[config.mk]
export PLATFORM = sky130hd
export DESIGN_NAME = mult_share_sched
export DESIGN_NICKNAME = d
export VERILOG_FILES = /design/src/rtl/mult_share_pkg.sv /design/src/rtl/mult_share_sched_core.sv /design/src/rtl/mult_share_sched.sv
export SDC_FILE = /design/constraint.sdc
export NUM_CORES = 1
export LEC_CHECK = 0
export ABC_AREA = 0
export BUFFER_PORTS_ARGS = -buffer_cell sky130_fd_sc_hd__buf_2
export CAP_MARGIN = 20
export CORE_AREA = 2 2 100 102
export DETAILED_ROUTE_END_ITERATION = 8
export DIE_AREA = 0 0 102 104
export SLEW_MARGIN = 10
export SYNTH_ARGS = -nofsm -noshare
export SYNTH_HDL_FRONTEND = slang
export SYNTH_HIERARCHICAL = 1
export SYNTH_SLANG_ARGS = --single-unit
[constraint.sdc]
create_clock -name clk -period 2.3 [get_ports clk]
set_input_delay 0.46 -clock clk [delete_from_list [all_inputs] [get_ports clk]]
set_output_delay 0.46 -clock clk [all_outputs]
set_load 0.05 [all_outputs]
[src/rtl/mult_share_pkg.sv]
// Shared types and defaults for the shared multiplier scheduler.
// FSM encoding and default geometry.
package mult_share_pkg;

  typedef enum logic [1:0] {
    IDLE = 2'd0,
    RUN  = 2'd1,
    DONE = 2'd2
  } state_t;

  localparam int WIDTH_DEF = 8;
  localparam int N_REQ_DEF = 4;

endpackage

[src/rtl/mult_share_sched_core.sv]
// Sequential shift-add multiplier, one multiplier bit per cycle.
// Product register holds its value until the next start.
module shift_add_core
  import mult_share_pkg::*;
#(
  parameter int WIDTH = WIDTH_DEF
) (
  input  logic               clk,
  input  logic               rst,
  input  logic               start,
  input  logic [WIDTH-1:0]   x,
  input  logic [WIDTH-1:0]   y,
  output logic               done,
  output logic [2*WIDTH-1:0] product
);

  localparam int CW = $clog2(WIDTH + 1);

  logic [2*WIDTH-1:0] p_q;
  logic [2*WIDTH-1:0] t_q;
  logic [WIDTH-1:0]   y_q;
  logic [CW-1:0]      cnt_q;

  // done marks the cycle whose closing edge adds the last bit
  assign done    = (cnt_q == CW'(1));
  assign product = p_q;

  always_ff @(posedge clk or posedge rst) begin
    if (rst) begin
      p_q   <= '0;
      t_q   <= '0;
      y_q   <= '0;
      cnt_q <= '0;
    end else if (start) begin
      p_q   <= '0;
      t_q   <= {{WIDTH{1'b0}}, x};
      y_q   <= y;
      cnt_q <= CW'(WIDTH);
    end else if (cnt_q != '0) begin
      if (y_q[0]) p_q <= p_q + t_q;
      t_q   <= t_q << 1;
      y_q   <= y_q >> 1;
      cnt_q <= cnt_q - CW'(1);
    end
  end

endmodule

[src/rtl/mult_share_sched.sv]
// Round-robin front end sharing one shift-add multiplier core.
// Arbiter, job FSM, owner id and response outputs.
module mult_share_sched
  import mult_share_pkg::*;
#(
  parameter int N_REQ = N_REQ_DEF,
  parameter int WIDTH = WIDTH_DEF,
  parameter int ID_W  = $clog2(N_REQ)
) (
  input  logic                   clk,
  input  logic                   rst,
  input  logic [N_REQ-1:0]       req_valid,
  output logic [N_REQ-1:0]       req_ready,
  input  logic [N_REQ*WIDTH-1:0] req_x,
  input  logic [N_REQ*WIDTH-1:0] req_y,
  output logic                   rsp_valid,
  input  logic                   rsp_ready,
  output logic [ID_W-1:0]        rsp_id,
  output logic [2*WIDTH-1:0]     rsp_result,
  output logic                   busy
);

  localparam logic [ID_W:0] NR = (ID_W + 1)'(N_REQ);

  state_t state_q;
  state_t state_d;

  logic [ID_W-1:0]  rr_ptr;
  logic [ID_W-1:0]  id_q;
  logic [ID_W-1:0]  win;
  logic [ID_W-1:0]  pick;
  logic [ID_W:0]    sum;
  logic [N_REQ-1:0] rot;
  logic             any;
  logic             accept;
  logic             rsp_hs;
  logic             core_done;
  logic [WIDTH-1:0] x_sel;
  logic [WIDTH-1:0] y_sel;

  // rotate so rr_ptr sits at bit 0, pick lowest, rotate back
  always_comb begin
    rot  = N_REQ'({req_valid, req_valid} >> rr_ptr);
    any  = 1'b0;
    pick = '0;
    for (int i = N_REQ - 1; i >= 0; i--) begin
      if (rot[i]) begin
        any  = 1'b1;
        pick = ID_W'(i);
      end
    end
    sum = {1'b0, pick} + {1'b0, rr_ptr};
    win = (sum >= NR) ? ID_W'(sum - NR) : sum[ID_W-1:0];
  end

  assign accept    = (state_q == IDLE) && any && !rst;
  assign req_ready = accept ? (N_REQ'(1) << win) : '0;
  assign rsp_hs    = (state_q == DONE) && rsp_ready;
  assign x_sel     = req_x[win*WIDTH +: WIDTH];
  assign y_sel     = req_y[win*WIDTH +: WIDTH];

  always_comb begin
    state_d = state_q;
    unique case (state_q)
      IDLE:    if (accept) state_d = RUN;
      RUN:     if (core_done) state_d = DONE;
      DONE:    if (rsp_hs) state_d = IDLE;
      default: state_d = IDLE;
    endcase
  end

  always_ff @(posedge clk or posedge rst) begin
    if (rst) begin
      state_q <= IDLE;
      rr_ptr  <= '0;
      id_q    <= '0;
    end else begin
      state_q <= state_d;
      if (accept) id_q <= win;
      if (rsp_hs) begin
        rr_ptr <= (id_q == ID_W'(N_REQ - 1)) ? '0 : id_q + ID_W'(1);
      end
    end
  end

  shift_add_core #(
    .WIDTH(WIDTH)
  ) u_core (
    .clk    (clk),
    .rst    (rst),
    .start  (accept),
    .x      (x_sel),
    .y      (y_sel),
    .done   (core_done),
    .product(rsp_result)
  );

  assign rsp_valid = (state_q == DONE);
  assign rsp_id    = id_q;
  assign busy      = (state_q != IDLE);

endmodule
==> After elaboration in Yosys (flattened, before gate mapping) <==
Index checks and enable logic that the tools add are counted.
W data, S select, Z words.
{ "classes": {"shifts": 4, "mux": 24, "multipliers": 0, "n_lt_le_gt_ge": 1, "bitwise_logic": 0, "reduce_logical": 11, "div_mod_pow": 0, "add_sub_neg": 5, "eq_ne": 7} }
{ "ops": {"columns": ["cell", "n"], "rows": [
  ["$mux W16", 5],
  ["$shiftx A32 B6 Y8", 2],
  ["$mux W2", 9],
  ["$add A16 B16 Y16", 1],
  ["$mux W8", 2],
  ["$mux W4", 3],
  ["$shr A8 B2 Y4", 1],
  ["$pmux W2 S3", 1],
  ["$reduce_bool A2 Y1", 3],
  ["$eq A2 B2 Y1 const B", 2],
  ["$eq A4 B1 Y1 const B", 1],
  ["$mux W1", 4],
  ["$ne A2 B2 Y1 const B", 2],
  ["$reduce_bool A4 Y1", 1],
  ["$shl A1 B2 Y4 const A", 1],
  ["$sub A4 B1 Y4 const B", 1],
  ["$add A2 B2 Y3", 1],
  ["$ge A3 B3 Y1 const B", 1],
  ["$logic_and A1 B1 Y1", 3],
  ["$reduce_and A3 Y1", 1],
  ["$add A2 B1 Y2 const B", 1],
  ["$eq A2 B1 Y1 const B", 1],
  ["$logic_not A2 Y1", 1],
  ["$ne A2 B1 Y1 const B", 1],
  ["3 further kinds", 3]
]} }
{ "word_totals": {"ff_bits": 50, "mem_bits_ro": 0, "word_cells": 59, "ram_bits": 0, "mem_count": 0, "output_inout_bits": 24, "latchBits": 0} }

==> Logic depth before layout (Yosys ltp) <==
Gate-level depths: netlist of the first run.
{ "depth": {"word_depth": 10, "depth_mapped": 12, "ltp_nobuf": 10} }

==> Cells and area by module <==
Netlist of the first run, hierarchy kept.
{ "modules_own_cells": {"columns": ["module", "n_inst", "cells_per_inst", "area_per_inst_um2"], "rows": [
  ["shift_add_core", 1, 296, 2698.8],
  ["mult_share_sched", 1, 112, 994.7]
]} }

==> Worst setup path after synthesis of the first run <==
No wires, ideal clock.
{ "synth_path": {"kind": "in2out", "start": "input req_valid[2]", "end": "output req_ready[0]", "setup_slack_ps": -620, "t_arrival_ps": 2460, "n_path_buf": 3, "required_time_ps": 1840, "cell_stages": 9, "path_cell_list": "buf_2 nor2_1 nor3_1 a21oi_1 o211ai_1 ha_1 buf_2 clkbuf_1 nor3b_2"} }
{ "synth_between": {"elab_chain_len": 10, "elab_cells_between_ends": 17, "classes_between": "2 x add/sub; 1 x order compare; 2 x shift; 10 x mux; 2 x reduce/logical"} }
{ "synth_rtl": {"columns": ["item", "line_no", "source"], "rows": [
  ["start: declaration", "mult_share_sched.sv:12", "input logic [N_REQ-1:0] req_valid,"],
  ["$shr A8 B2 Y4 (*)", "mult_share_sched.sv:43", "rot = N_REQ'({req_valid, req_valid} >> rr_ptr);"],
  ["$mux W2 (3 in series)", "mult_share_sched.sv:47", "if (rot[i]) begin"],
  ["$mux W2 (*)", "mult_share_sched.sv:47", null],
  ["$add A2 B2 Y3 (*)", "mult_share_sched.sv:52", "sum = {1'b0, pick} + {1'b0, rr_ptr};"],
  ["net sum[0]", "mult_share_sched.sv:32", "logic [ID_W:0] sum;"],
  ["$ge A3 B3 Y1 / $sub A2 B1 Y2 (equally long branches)", "mult_share_sched.sv:53", "win = (sum >= NR) ? ID_W'(sum - NR) : sum[ID_W-1:0];"],
  ["$mux W2 (*)", "mult_share_sched.sv:53", null],
  ["$shl A1 B2 Y4 (*)", "mult_share_sched.sv:57", "assign req_ready = accept ? (N_REQ'(1) << win) : '0;"],
  ["$mux W4 (*)", "mult_share_sched.sv:57", null],
  ["end: declaration", "mult_share_sched.sv:13", "output logic [N_REQ-1:0] req_ready,"]
]} }
The timed path passes the listed nets; every way through them passes the cells marked *.

==> Worst setup path in the final report of the first run <==
{ "layout_path": {"start": "register rr_ptr[0]", "end": "output req_ready[1]"} }
{ "layout_between": {"elab_chain_len": 10, "elab_cells_between_ends": 17, "classes_between": "2 x add/sub; 1 x order compare; 2 x shift; 10 x mux; 2 x reduce/logical"} }
{ "layout_rtl": {"columns": ["item", "line_no", "source"], "rows": [
  ["start: declaration", "mult_share_sched.sv:28", "logic [ID_W-1:0] rr_ptr;"],
  ["start signal: assignment", "mult_share_sched.sv:81", "rr_ptr <= (id_q == ID_W'(N_REQ - 1)) ? '0 : id_q + ID_W'(1);"],
  ["$shr A8 B2 Y4", "mult_share_sched.sv:43", null],
  ["$mux W2 (4 in series)", "mult_share_sched.sv:47", null],
  ["$add A2 B2 Y3", "mult_share_sched.sv:52", null],
  ["$ge A3 B3 Y1 / $sub A2 B1 Y2 (equally long branches)", "mult_share_sched.sv:53", null],
  ["$mux W2", "mult_share_sched.sv:53", null],
  ["$shl A1 B2 Y4", "mult_share_sched.sv:57", null],
  ["$mux W4 (*)", "mult_share_sched.sv:57", null]
]} }
Every way passes the cells marked *; elsewhere a longest branch is shown, timed or not.

==> results of run 1 <==
==> sequential cells by signal, summed over array words and instances, names as in the netlist <==
name and count:
state_q 2, u_core/cnt_q 4, rsp_id 2, rr_ptr 2, u_core/t_q 16, u_core/product 16, u_core/y_q 8
==> Yosys cell counts (all sizes together) (2+ instances only) <==
cell,number,share of area
o21a,2,0.0041
and4,2,0.0047
mux2i,62,0.17
nor2b,2,0.0034
dfrtp,50,0.34
xor2,4,0.0095
xnor2,8,0.019
ha,19,0.064
a21o,7,0.014
inv,15,0.015
and2b,2,0.0041
nand3,10,0.014
nor3,8,0.012
mux2,2,0.0061
a21oi,32,0.046
nand2b,4,0.0068
o21ai,25,0.034
o31ai,3,0.0061
clkbuf,12,0.013
a211oi,4,0.011
o32ai,2,0.0068
a211o,2,0.0047
a31oi,3,0.0051
and2,3,0.0054
nor2,23,0.023
nand2,62,0.063
nor3b,3,0.0075
or4,2,0.0041
buf,11,0.021
nand4,3,0.0051
o211ai,5,0.013
==> area by class of cell <==
class | instances | area (µm²)
timing repair buffer | 122 | 762
sequential | 50 | 1250
clock buffer | 5 | 68.8
clock inverter | 3 | 47.5
fill | 948 | 4800
tap | 133 | 166
inverter | 15 | 56.3
multi-input combinational | 320 | 2400
==> cells by family after synthesis <==
group / share of synthesized area
and+or+nand+nor: 0.165
AOI/OAI and AO/OA: 0.175
muxes: 0.174
DFF: 0.339
buffers and inverters: 0.0488
adders and majority gates: 0.0698
xor gates and xnor gates: 0.0285
==> repair_timing <==
action / in CTS / in global routing
setup buffers: 2 / 3
endpoints found under the setup margin: 20 / 23
cloned: 0 / 0
gates resized for setup: 14 / 11
pin swaps: 8 / 6
==> worst paths after layout <==
path	startpoint	to	slack (ns)	depth (start not counted)
setup reg to reg	rr_ptr[0]	u_core/y_q[7]	0.06	11
hold reg to reg	u_core/t_q[15]	u_core/t_q[15]	0.52	2
max in group asynchronous	rst	u_core/product[0]	1.58	3
setup / recovery	rr_ptr[0]	req_ready[1]	-0.36	9
hold / removal	rst	rr_ptr[1]	0.06	2
min in group clk	rsp_ready	rr_ptr[0]	0.44	3
==> power breakdown <==
part / switching [mW] / internal [mW]
registers: 0.325 / 1.24
logic: 2.51 / 1.88
clock network: 0.318 / 0.330
total: 3.16 / 3.45
==> stage by stage <==
| step | worst slack, ns | area (µm²) | setup TNS, ns |
|---|---|---|---|
| final | -0.357 | 4750 | -1.25 |
| after global routing | -0.489 | 4750 | -3.15 |
| after CTS | -0.326 | 4680 | -1.17 |
| after detailed placement | -0.298 | 4500 | -3.58 |
| after global placement | -0.261 | 4500 | -2.51 |
| after floorplan | -0.154 | 3810 | -0.362 |
==> layer usage <==
| metal | global-route usage | part of all wire | vias up |
|---|---|---|---|
| met5 | 0 | 0 | - |
| li1 | - | - | 1668 |
| met3 | 0.0222 | 0.039 | 12 |
| met1 | 0.210 | 0.42 | 1580 |
| met2 | 0.306 | 0.52 | 61 |
| met4 | 0.0524 | 0.017 | 0 |
==> worst max-delay path, cell delays in order, from the launching register on <==
cell and delay (ns):
dfrtp_2 0.47, nor3_2 0.19, a31oi_2 0.05, o211ai_1 0.18, ha_2 0.22, xnor2_2 0.08
xnor2_2 0.23, buf_4 0.17, and2b_4 0.15, buf_8 0.14
==> results.json, run 1 <==
{
  "outcome": "finished, violations left",
  "violations": "setup timing",
  "fin_ws_ns": -0.357,
  "finalCritPeriodShare": 1.16,
  "postSynthAreaPerCell_um2": 9.05,
  "leakage_nw": 2.37,
  "synth_nets": 499,
  "die_h_um": 104,
  "end_kind": "output pin",
  "fmax_mhz": 376,
  "dr_total_vias": 3321,
  "drt-initial-drc-count": 138,
  "setup_viol": 4,
  "syn_inst": 408,
  "cts.htree.levels": 2,
  "syn-cell-area_um2": 3690,
  "drc_errors": 0,
  "fin_util": 0.498,
  "wl_per_cell_um": 14.0,
  "areaGrowthSynthToFinish_pct": 28.7,
  "vias_per_cell": 5.13,
  "slew_viol_final": 0,
  "worstMarginPinSlew_ns": 0.571,
  "dieArea_um2": 10600,
  "n_antenna_cell": 0,
  "finish.net_count": 605,
  "dp_cells": 635,
  "dp_hpwl_um": 6830,
  "period_needed_ns": 2.66,
  "clockBufferDepth": 2,
  "ys_ff_latch": 50,
  "grt_max_degree": 63,
  "tritoncts_num_sinks": 50,
  "critPathRequiredTime_ns": 1.84,
  "hp-class": "input pin to async pin",
  "ant_nets": 0,
  "drive_gt1_frac": 0.330,
  "relSlewSlack": 0.620,
  "grt-ovfl-total": 0,
  "fin_hold_ws_ns": 0.0638,
  "design.portCount": 95,
  "crit_arrival_ns": 2.20,
  "drtPass1Iterations": 4,
  "grt_pass1_vias": 3293,
  "initial_core_util": 0.387,
  "cts_buffers": 5,
  "yosys_warnings": 6,
  "postRouteWirelength_um": 9100,
  "die_w_um": 102,
  "antenna_found_initial": 0,
  "insertion_delay_ns": 0.31,
  "cts_tree": "yes",
  "clk_transition_reported_paths_ns": 0.10,
  "rsz0062_at_grt": "true",
  "ys_seq_area_frac": 0.339,
  "clockRootBuffer": "clkbuf_8",
  "async_flop_share": 1.00,
  "grt_usage": 0.171,
  "grt_pass1_wl_um": 15000,
  "worst-path-max-fanout": 6,
  "critical_path_class": "flop to output pin",
  "peakVddDrop_mv": 0.573,
  "ys_types": 59,
  "final_common_cell": "buf_2",
  "port_buffers": 94,
  "final_cells": 648,
  "clock_skew_ns": 0.0117,
  "layout_common_cells": "90 x buf_2, 62 x nand2_1, 62 x mux2i_1",
  "core_area_um2": 9550,
  "power_mw": 6.61,
  "synth-edff-count": 0,
  "powerDensity_nw_per_um2": 1390,
  "synth_ff_type": "dfrtp_1",
  "max_cap_viol_count": 0,
  "hold_buffers": 0,
  "critPathLaunchType": "flop",
  "place_congestion": 0.879,
  "num_rows": 36,
  "hold_violations": 0
}
(Power assumes the default switching activity.)
==> inputs of run 2 (changes only) <==
==> constraint.sdc (replaced) <==
create_clock -name clk -period 2.6 [get_ports clk]
set_input_delay 0.52 -clock clk [delete_from_list [all_inputs] [get_ports clk]]
set_output_delay 0.52 -clock clk [all_outputs]
set_load 0.05 [all_outputs]
==> run 2 against run 1 <==
The flow still finishes with violations (setup timing); sequential share of layout area increased by 0.73 points; worst hold slack improved by 0.074 ns; first-iteration DRC count increased by 9.4%; wire length increased by 0.19%; clock skew decreased by 0.0046 ns; design area decreased by 2.9%; total power decreased by 14%; worst setup slack improved by 0.24 ns; cell count decreased by 0.77%; sequential power decreased by 12%; largest power group unchanged.
==> results.json, run 2 (synthesis results as in run 1) <==
{
  "slew_viol_final": 0,
  "dr_total_vias": 3286,
  "hp-class": "input pin to async pin",
  "critPathRequiredTime_ns": 2.08,
  "layout_common_cells": "90 x buf_2, 62 x nand2_1, 62 x mux2i_1",
  "violations": "setup timing",
  "initial_core_util": 0.387,
  "clockRootBuffer": "clkbuf_8",
  "core_area_um2": 9550,
  "drc_errors": 0,
  "clock_skew_ns": 0.00703,
  "design.portCount": 95,
  "clk_transition_reported_paths_ns": 0.09,
  "vias_per_cell": 5.11,
  "p_clk_frac": 0.095,
  "final_common_cell": "buf_2",
  "die_h_um": 104,
  "cts.htree.levels": 2,
  "antenna_found_initial": 0,
  "wl_per_cell_um": 14.2,
  "port_buffers": 94,
  "ant_nets": 0,
  "powerDensity_nw_per_um2": 1230,
  "switching_share": 0.479,
  "fin_ws_ns": -0.120,
  "final_area_um2": 4620,
  "areaGrowthSynthToFinish_pct": 25.0,
  "dp_slack_ns": -0.227,
  "drtPass1Iterations": 4,
  "outcome": "finished, violations left",
  "grt_usage": 0.174,
  "insertion_delay_ns": 0.30,
  "drt-initial-drc-count": 151,
  "critical_path_class": "flop to output pin",
  "relSlewSlack": 0.589,
  "worstMarginPinSlew_ns": 0.617,
  "max_cap_viol_count": 0,
  "hold_violations": 0,
  "place_congestion": 0.799,
  "n_antenna_cell": 0,
  "drive_gt1_frac": 0.302,
  "grt_pass1_wl_um": 15200,
  "grt_max_degree": 45,
  "die_w_um": 102,
  "power.switching_mw": 2.72,
  "finish.net_count": 600,
  "cts_buffers": 5,
  "postPlaceCellArea_um2": 4430,
  "tritoncts_num_sinks": 50,
  "cts_tree": "yes",
  "dieArea_um2": 10600,
  "grt_pass1_vias": 3314,
  "grt-ovfl-total": 0,
  "num_rows": 36,
  "seq_power_share": 0.243,
  "fmax_mhz": 368,
  "finalCritPeriodShare": 1.05,
  "leakage_nw": 2.33,
  "dp_hpwl_um": 6870,
  "power_mw": 5.67,
  "period_needed_ns": 2.72,
  "hold_buffers": 0,
  "postRouteWirelength_um": 9120,
  "setup_viol": 4,
  "power_frac_comb": 0.662,
  "power.internal_mw": 2.96,
  "peakVddDrop_mv": 0.529,
  "rsz0062_at_grt": "true",
  "critPathLaunchType": "flop",
  "clockBufferDepth": 2,
  "end_kind": "output pin",
  "fin_util": 0.483,
  "worst-path-max-fanout": 8,
  "crit_arrival_ns": 2.20
}
[run 2: critical path: stages, from the launching register on]
cell      delay [ns]
dfrtp_2         0.49
and3_1          0.17
o21ai_1         0.11
o211ai_1        0.11
ha_2            0.21
xnor2_2         0.14
xnor2_2         0.23
nor3b_4         0.24
buf_6           0.18
[run 2: final timing paths]
check	depth (start not counted)	end	start	slack, ns
worst max register to register	9	u_core/product[14]	u_core/t_q[0]	0.17
min in group clk	1	rr_ptr[0]	rsp_id[0]	0.52
worst min-delay path	2	rsp_id[1]	rst	0.14
max in group asynchronous	3	u_core/product[13]	rst	1.84
worst min register to register	1	rr_ptr[0]	rsp_id[0]	0.52
worst max-delay path	8	req_ready[0]	rr_ptr[0]	-0.12
[run 2: repair_timing]
item                       CTS  global route
buffers inserted             2             1
gates cloned                 0             0
resized for setup           12             3
pin swaps                    5             5
setup endpoints to repair    4             9
[run 2: final cells by class]
class                           instances  area [µm²]
Fill cell                             970        4930
Multi-Input combinational cell        320        2330
Timing Repair Buffer                  117         697
Clock inverter                          2        37.5
Sequential cell                        50        1250
Inverter                               15        56.3
Clock buffer                            6        72.6
Tap cell                              133         166
[run 2: per-layer routing]
| layer | routed length [µm] | vias to the layer above | track usage | part of all wire |
|---|---|---|---|---|
| li1 | - | 1664 | - | - |
| met4 | 61 | 0 | 0.0333 | 0.0067 |
| met2 | 4820 | 41 | 0.318 | 0.53 |
| met3 | 207 | 5 | 0.0235 | 0.023 |
| met1 | 4030 | 1576 | 0.217 | 0.44 |
| met5 | 0 | - | 0 | 0 |
[run 2: through the flow]
step,setup TNS (ns),hold WS [ns],std cells
after floorplan,0,0.311,408
after global placement,-0.351,0.468,632
after detailed placement,-1.03,0.470,632
after CTS,-0.245,0.138,642
after global routing,-0.734,0.137,643
final,-0.269,0.137,643
[run 2: power by group through the flow]
stage / Combinational (mW) / Sequential, mW / Clock, mW
after floorplan: 2.71 / 1.64 / 0
after detailed placement: 3.67 / 1.39 / 0
after CTS: 3.74 / 1.38 / 0.564
after global routing: 4.12 / 1.43 / 0.589
final: 3.76 / 1.38 / 0.541
after global placement: 3.59 / 1.38 / 0
